## config.mk

```make
export PLATFORM = sky130hd
export DESIGN_NAME = argmax_sequencer
export DESIGN_NICKNAME = d
export VERILOG_FILES = /design/src/rtl/npu_argmax_pkg.sv /design/src/rtl/argmax_update.sv /design/src/rtl/argmax_sequencer.sv
export SDC_FILE = /design/constraint.sdc
export NUM_CORES = 1
export LEC_CHECK = 0
export CORE_MARGIN = 2
export CORE_UTILIZATION = 25
export DETAILED_ROUTE_END_ITERATION = 16
export PLACE_DENSITY = 0.4
export REMOVE_ABC_BUFFERS = 1
export SYNTH_ARGS = -nofsm -noshare
export SYNTH_HDL_FRONTEND = slang
export SYNTH_HIERARCHICAL = 1
export SYNTH_SLANG_ARGS = --single-unit
```

## constraint.sdc

```tcl
create_clock -name CLK -period 4.1 [get_ports CLK]
set_input_delay 1.23 -clock CLK [delete_from_list [all_inputs] [get_ports CLK]]
set_output_delay 1.23 -clock CLK [all_outputs]
set_load 0.01 [all_outputs]
```

## src/rtl/npu_argmax_pkg.sv

```systemverilog
// Shared definitions for the argmax sequencer: state encodings, the signed
// 16-bit minimum used to seed the running max, and the default block size.
package npu_argmax_pkg;

    typedef enum logic [2:0] {
        ST_IDLE  = 3'd0,
        ST_CLEAR = 3'd1,
        ST_READ  = 3'd2,
        ST_DRAIN = 3'd3,
        ST_DONE  = 3'd4
    } state_e;

    localparam logic signed [15:0] MIN_S16     = 16'sh8000;
    localparam int                 N_ITEMS_DEF = 10;

endpackage

```

## src/rtl/argmax_update.sv

```systemverilog
// Running max/index register stage: signed strict-greater compare, so the
// earliest position wins ties. Exposes next-state values so the caller can
// latch a result that includes the final score in the same edge.
module argmax_update
    import npu_argmax_pkg::*;
#(
    parameter int ADDR_W = 8,
    parameter int DATA_W = 16
) (
    input  logic              clk,
    input  logic              rst,
    input  logic              clr,
    input  logic              en,
    input  logic [DATA_W-1:0] data,
    input  logic [ADDR_W-1:0] pos,
    output logic [DATA_W-1:0] max_next,
    output logic [ADDR_W-1:0] idx_next
);

    logic [DATA_W-1:0] run_max_q, run_max_d;
    logic [ADDR_W-1:0] run_idx_q, run_idx_d;

    always_comb begin
        run_max_d = run_max_q;
        run_idx_d = run_idx_q;
        if (clr) begin
            run_max_d = MIN_S16;
            run_idx_d = '0;
        end else if (en && ($signed(data) > $signed(run_max_q))) begin
            run_max_d = data;
            run_idx_d = pos;
        end
    end

    always_ff @(posedge clk) begin
        if (rst) begin
            run_max_q <= MIN_S16;
            run_idx_q <= '0;
        end else begin
            run_max_q <= run_max_d;
            run_idx_q <= run_idx_d;
        end
    end

    assign max_next = run_max_d;
    assign idx_next = run_idx_d;

endmodule

```

## src/rtl/argmax_sequencer.sv

```systemverilog
// Sequences an argmax over N_ITEMS scores from the output buffer and keeps the
// comparator strobes aligned with the read stream. Optional ABORT: ARGMAX_ABORT_EN.
//
// state    | meaning
// ---------+-----------------------------------------------------------
// ST_IDLE  | waiting for START
// ST_CLEAR | comparator clear, running max/idx and address reset
// ST_READ  | one buffer read per cycle, addresses 0..N_ITEMS-1
// ST_DRAIN | last read data consumed by the comparator
// ST_DONE  | DONE pulse, MAX_VAL/MAX_IDX freshly loaded
module argmax_sequencer
    import npu_argmax_pkg::*;
#(
    parameter int N_ITEMS = N_ITEMS_DEF,
    parameter int ADDR_W  = 8,
    parameter int DATA_W  = 16
) (
    input  logic              CLK,
    input  logic              RST,
    input  logic              START,
`ifdef ARGMAX_ABORT_EN
    input  logic              ABORT,
`endif
    output logic              BUSY,
    output logic              DONE,
    output logic              RD_EN,
    output logic [ADDR_W-1:0] RD_ADDR,
    input  logic [DATA_W-1:0] RD_DATA,
    output logic              CMP_RST,
    output logic              CMP_EN,
    output logic [DATA_W-1:0] MAX_VAL,
    output logic [ADDR_W-1:0] MAX_IDX
);

    localparam logic [ADDR_W-1:0] LAST_ADDR = ADDR_W'(N_ITEMS - 1);

    state_e            state_q, state_d;
    logic              busy_q, busy_d;
    logic              done_q, done_d;
    logic              rd_en_q, rd_en_d;
    logic [ADDR_W-1:0] rd_addr_q, rd_addr_d;
    logic              cmp_rst_q, cmp_rst_d;
    logic              cmp_en_q, cmp_en_d;
    logic [ADDR_W-1:0] pos_q, pos_d;
    logic [DATA_W-1:0] max_val_q, max_val_d;
    logic [ADDR_W-1:0] max_idx_q, max_idx_d;

    logic              abort;
    logic [DATA_W-1:0] max_next;
    logic [ADDR_W-1:0] idx_next;

`ifdef ARGMAX_ABORT_EN
    assign abort = ABORT;
`else
    assign abort = 1'b0;
`endif

    always_comb begin
        state_d   = state_q;
        busy_d    = busy_q;
        done_d    = 1'b0;
        rd_en_d   = 1'b0;
        rd_addr_d = rd_addr_q;
        cmp_rst_d = 1'b0;
        cmp_en_d  = rd_en_q;
        pos_d     = rd_en_q ? rd_addr_q : pos_q;
        max_val_d = max_val_q;
        max_idx_d = max_idx_q;

        case (state_q)
            ST_IDLE: begin
                if (START) begin
                    state_d   = ST_CLEAR;
                    busy_d    = 1'b1;
                    cmp_rst_d = 1'b1;
                end
            end
            ST_CLEAR: begin
                state_d   = ST_READ;
                rd_en_d   = 1'b1;
                rd_addr_d = '0;
            end
            ST_READ: begin
                if (rd_addr_q == LAST_ADDR) begin
                    state_d = ST_DRAIN;
                end else begin
                    rd_en_d   = 1'b1;
                    rd_addr_d = rd_addr_q + ADDR_W'(1);
                end
            end
            ST_DRAIN: begin
                // Latch the compare stage's next value so the last score counts.
                state_d   = ST_DONE;
                busy_d    = 1'b0;
                done_d    = 1'b1;
                max_val_d = max_next;
                max_idx_d = idx_next;
            end
            ST_DONE: begin
                state_d = ST_IDLE;
            end
            default: begin
                state_d = ST_IDLE;
                busy_d  = 1'b0;
            end
        endcase

        if (abort && (state_q == ST_CLEAR || state_q == ST_READ || state_q == ST_DRAIN)) begin
            state_d   = ST_IDLE;
            busy_d    = 1'b0;
            done_d    = 1'b0;
            rd_en_d   = 1'b0;
            cmp_rst_d = 1'b0;
            cmp_en_d  = 1'b0;
            max_val_d = max_val_q;
            max_idx_d = max_idx_q;
        end
    end

    always_ff @(posedge CLK) begin
        if (RST) begin
            state_q   <= ST_IDLE;
            busy_q    <= 1'b0;
            done_q    <= 1'b0;
            rd_en_q   <= 1'b0;
            rd_addr_q <= '0;
            cmp_rst_q <= 1'b0;
            cmp_en_q  <= 1'b0;
            pos_q     <= '0;
            max_val_q <= MIN_S16;
            max_idx_q <= '0;
        end else begin
            state_q   <= state_d;
            busy_q    <= busy_d;
            done_q    <= done_d;
            rd_en_q   <= rd_en_d;
            rd_addr_q <= rd_addr_d;
            cmp_rst_q <= cmp_rst_d;
            cmp_en_q  <= cmp_en_d;
            pos_q     <= pos_d;
            max_val_q <= max_val_d;
            max_idx_q <= max_idx_d;
        end
    end

    argmax_update #(
        .ADDR_W (ADDR_W),
        .DATA_W (DATA_W)
    ) u_update (
        .clk      (CLK),
        .rst      (RST),
        .clr      (state_q == ST_CLEAR),
        .en       (cmp_en_q),
        .data     (RD_DATA),
        .pos      (pos_q),
        .max_next (max_next),
        .idx_next (idx_next)
    );

    assign BUSY    = busy_q;
    assign DONE    = done_q;
    assign RD_EN   = rd_en_q;
    assign RD_ADDR = rd_addr_q;
    assign CMP_RST = cmp_rst_q;
    assign CMP_EN  = cmp_en_q;
    assign MAX_VAL = max_val_q;
    assign MAX_IDX = max_idx_q;

endmodule

```

Word-level counts from Yosys, hierarchy flattened
Index checks and enable logic that the tools add are counted.
Operators by class
  $add $sub $neg: 1
  $lt $le $gt $ge: 1
  equality and inequality tests: 8
  multiplexer cells: 15
  bitwise gates (word level): 2
  reduce and logical (&&, ||, !) cells: 8
Operators with widths (count)
  two-way mux 16 bit: 2
  two-way mux 8 bit: 3
  > comparator 16 bit: 1
  one-hot mux 8 bit (2 select lines): 1
  one-hot mux 3 bit (4 select lines): 1
  adder 8 x 1 -> 8 bit (second input constant): 1
  == test 8 x 4 -> 1 bit (second input constant): 1
  == test 3 x 2 -> 1 bit (second input constant): 2
  two-way mux 3 bit: 2
  != test 2 bit (second input constant): 3
  AND reduction 2 bit: 3
  two-way mux 1 bit: 4
  one-hot mux 1 bit (2 select lines): 2
  == test 3 x 1 -> 1 bit (second input constant): 1
  == test 3 bit (second input constant): 1
  logical NOT 3 bit: 1
  OR reduction 3 bit: 1
  NOT 1 bit: 2
  nonzero test 2 bit: 1
  OR reduction 2 bit: 1
  logical AND 1 bit: 1
Storage, ports and cells
  register bits after elaboration: 72
  input port bits: 19
  output and inout bits: 37
  word-level logic and storage cells: 47

Logic depth before layout (Yosys ltp)
Gate-level depths: netlist (run 1).
  depth in word-level cells: 4
  depth in mapped cells: 11
  gate-level depth less buffers: 10

By module
Netlist (run 1), hierarchy kept.
By module, submodules not included
  argmax_sequencer: times used 1, cells an instance 225, area an instance 1943.1 µm², sequential area each 960.9 µm²
  argmax_update: times used 1, cells an instance 198, area an instance 1745.4 µm², sequential area each 480.5 µm²

Worst setup path before layout (run 1)
Ideal clock, no wire load.
  kind: input to register
  start: input RD_DATA[11]
  end: register max_val_q[15] (netlist: MAX_VAL[15])
  setup time: 0.120 ns
  data arrival time: 3.143 ns
  data required time: 3.980 ns
  slack: 0.837 ns
  cell stages on the path: 10
  buffers on the path: 1
  path through: ha_1 -> nand4_1 -> or4_1 -> and3_4 -> and4_4 -> buf_6 -> o21ai_2 -> nand3b_1 -> nand2_1 -> nand3_1
Between the ends
  longest elaborated chain between the ends: 4
RTL lines
  from (decl): RTL line argmax_sequencer.sv:28  | input logic [DATA_W-1:0] RD_DATA,
  > comparator 16 bit: RTL line argmax_update.sv:29  | end else if (en && ($signed(data) > $signed(run_max_q))) begin
  logical AND 1 bit: RTL line argmax_update.sv:29
  two-way mux 16 bit: RTL line argmax_update.sv:29
  two-way mux 16 bit: RTL line argmax_update.sv:26  | if (clr) begin
  via max_next[15]: RTL line argmax_sequencer.sv:49  | logic [DATA_W-1:0] max_next;
  to (signal assigned): RTL line argmax_sequencer.sv:141  | max_val_q <= max_val_d;
  to (decl): RTL line argmax_sequencer.sv:45  | logic [DATA_W-1:0] max_val_q, max_val_d;
The timed path passes the listed nets, and every way through them passes these cells.
A chain may end at the register's enable or synchronous reset.

Worst setup path in the final report (run 1)
  start: input RD_DATA[15]
  end: register max_idx_q[2] (netlist: MAX_IDX[2])
Between the ends
  longest elaborated chain between the ends: 4
RTL lines
  > comparator 16 bit: RTL line argmax_update.sv:29
  logical AND 1 bit: RTL line argmax_update.sv:29
  two-way mux 8 bit: RTL line argmax_update.sv:29
  two-way mux 8 bit: RTL line argmax_update.sv:26
  via idx_next[2]: RTL line argmax_sequencer.sv:50  | logic [ADDR_W-1:0] idx_next;
  to (signal assigned): RTL line argmax_sequencer.sv:142  | max_idx_q <= max_idx_d;
  to (decl): RTL line argmax_sequencer.sv:46  | logic [ADDR_W-1:0] max_idx_q, max_idx_d;
The timed path passes the listed nets, and every way through them passes these cells.

==> results of run 1 <==
## cell usage after synthesis (3+ instances only)
cell type	number	share of area
a21oi_1	76	0.10
dfxtp_1	72	0.39
nand2_1	55	0.056
o21ai_2	20	0.047
nand3_2	19	0.052
clkbuf_1	18	0.018
ha_1	18	0.061
inv_1	18	0.018
nor2_1	14	0.014
mux2i_1	9	0.024
nand3_1	9	0.012
o21ai_0	9	0.012
nand4_1	5	0.0085
buf_1	4	0.0041
buf_2	4	0.0054
buf_6	4	0.012
nand2b_1	4	0.0068
nand3b_1	4	0.0081
nor2b_1	4	0.0068
a211o_1	3	0.0071
nor3_1	3	0.0041
nor3b_1	3	0.0061
nor4_1	3	0.0051
## state kept, by name (all words and copies together) (netlist names)
signal and flops:
pos_q 8, CMP_EN 1, CMP_RST 1, MAX_IDX 8, RD_EN 1, u_update/run_max_q 16, RD_ADDR 8, state_q 3
BUSY 1, u_update/run_idx_q 8, DONE 1, MAX_VAL 16
## critical path, cell delays in order
cell	delay, ns
clkdlybuf4s50_1	0.48
ha_1	0.42
nand4_4	0.16
or4_1	0.56
and3_4	0.21
and4_4	0.33
o21ai_0	0.27
a21oi_1	0.13
nand2_1	0.11
a21oi_1	0.07
## per-stage QoR
step,std cells,utilization,setup TNS (ns),hold WS (ns),power (mW)
2_1_floorplan,391,-,-0.1738,0.4388,0.8423
3_3_place_gp,641,0.3072,-0.04523,0.4430,0.9282
3_5_place_dp,641,0.3072,-0.03308,0.4496,0.9293
4_1_cts,657,0.3256,0,0.4570,1.668
5_1_grt,657,0.3256,0,0.4679,1.713
6_report,657,0.3256,0,0.4523,1.636
## cell type report
type	count	area, um^2
repair buffers	66	678.2
well taps	184	230.2
clock buffers	12	246.5
multi-input cells	301	2031
inverters	18	67.56
clock inverters	4	20.02
fillers	1536	9764
flip-flops and latches	72	1441
## per-layer routing
layer  global-route usage  up-vias
met5                    0        -
met4              0.04444        0
met3              0.04022       13
met2               0.2175       50
met1               0.1678     1484
li1                     -     1599
## report_power, final
group          switching, mW  internal, mW
combinational          0.100        0.0779
sequential            0.0222         0.712
clock                  0.302         0.422
## worst paths after layout
kind	from	to	slack [ns]
worst max-delay path	RD_DATA[15]	MAX_IDX[2]$_SDFFE_PP0P_	0.33
worst min-delay path	MAX_IDX[7]$_SDFFE_PP0P_	MAX_IDX[7]$_SDFFE_PP0P_	0.45
worst max register to register	u_update/run_max_q[15]$_SDFF_PP1_	MAX_IDX[2]$_SDFFE_PP0P_	1.39
worst min register to register	MAX_IDX[7]$_SDFFE_PP0P_	MAX_IDX[7]$_SDFFE_PP0P_	0.45
## logic make-up (layout without fill, tap and decap cells)
| kind of cell | after synthesis | in the layout |
|---|---|---|
| adders and majority gates | 18 | 18 |
| AOI/OAI and AO/OA | 129 | 129 |
| and+or+nand+nor | 143 | 143 |
| muxes | 9 | 9 |
| buffers and inverters | 50 | 100 |
| DFF | 72 | 72 |
| xor gates and xnor gates | 2 | 2 |
==> results.md, run 1 <==
* Ant diodes at 0
* Total setup buffers inserted after CTS at 0
* Final setup vio count at 0
* H-tree depth at 3
* Mux cell area share after synthesis at 0.02442
* Final worst path period share at 0.9196
* Post-CTS sizing at 0
* # DRC at 0
* Setup crit end kind: flop
* Antenna Nets Post-Route at 0
* Hold depth at 2
* Fraction of layout cells with a size suffix above 1 at 0.1734
* Initial Util at 0.2548
* Rel. slew slack at 0.3299
* Gpl congestion at 0.7916
* Largest family of logic cells by synthesized area: simple AND/OR/NAND/NOR gates
* Min setup slack post-route at about 0.33 ns
* Top FF cell, synth: dfxtp_1
* Clock Pin Slew Worst Setup and Hold Paths at 0.05 ns
* Peak supply drop at 0.1791 mV
* Die ar. at 0.01574 mm^2
* Library cells used by synthesis at around 60
* Place WS at -0.03308 ns
* Pre-antenna DRT Iters at 4
* Synthesized area per cell at 8.720 um^2
* Die Ht at 125.5 um
* Met1 WL at 4.839 mm
* IO Count at 56
* CTS tree: yes
* # hold bufs at CTS at 0
* TritonCTS buffer count at 9
* Nets at 505
* Design area at 0.004715 mm^2
* Metal2 WL at 4.685 mm
* Vias in the first global route at 3169
* Initial antenna violation count at 0
* Post-DP Area at 0.004448 mm^2
* Arr. time, crit path at 4.00 ns
* CTS max path bufs at 2
* Row cnt at 44
* Netlist Area Pre-Place at roughly 0.0037 mm^2
* Area of the core at 0.01448 mm^2
* Setup Skew at 0.006354 ns
* FMAX at 265.2 MHz
* Commonest non-fill, non-tap cell in the layout: a21oi_1
* Hold crit path type: flop to flop
* Met3 WL post-DR at 392 um
* # clock sinks at 72
* Slew Limit Fails at 0
* WL per Instance at 15.32 um
* Yosys reg bits at just over 70
* Xor/xnor share of the synthesized area at 0.004749
* Unrepaired setup endpoints after global routing: no
* Synth warn at 6
* Area growth from synthesis to layout at 27.82%
* Vias at 3146
* Slew at the pin with the worst max-slew slack at approximately 1.0 ns
* Setup Crit Path Kind: input port to flop
* Remaining global-route overflow at 0
* Area fraction in compound gates after synthesis at 0.2229
* Worst Reg-to-Reg Cells at 10
* Most frequent cells in the layout: a21oi_1 (76), dfxtp_1 (72), nand2_1 (55)
* Post-synth EDFFs at 0
* Register area share after synthesis at 0.3908
* Max-Cap Viols at 0
* Dpl hpwl at 6.788 mm
* Port buffer count at 55
* Largest net degree at the start of global routing at 28
* Fin crit period at roughly 3.8 ns
* Adder-Cell Fraction of Synth Area at 0.06106
* Vias/cell at ~4.8
* DRT iter0 DRCs at 141
* Worst skew pair latency at between 0.3 and 0.4 ns
* Static Leakage at 1.548 nW
* Final hold vios at 0
* Wirelength, routed at 10.07 mm
* Simple-Gate Fraction of Synth Area at 0.2337
* Worst-path fanout max at 24
* Global-route wire length before repair at 16.51 mm
* PD cells at 347.1 mW/mm^2
* Worst EP required at 4.33 ns
* Uppermost layer routed: met4
* Clk root buf: clkbuf_16
* Die width at 125.5 um
* Gr usage total at 0.1332
* Post-synth ARST share at 0
* Mapped Cells at 423
* Startpoint Class: input port
* Status: complete, no violations
No activity file was read; power rests on OpenSTA's default activity.
==> inputs of run 2 (changes only) <==
- GPL_TIMING_DRIVEN: default -> 1
==> results of run 2 <==
Same layout as run 1: the final DEF is identical, and so are final timing and power.
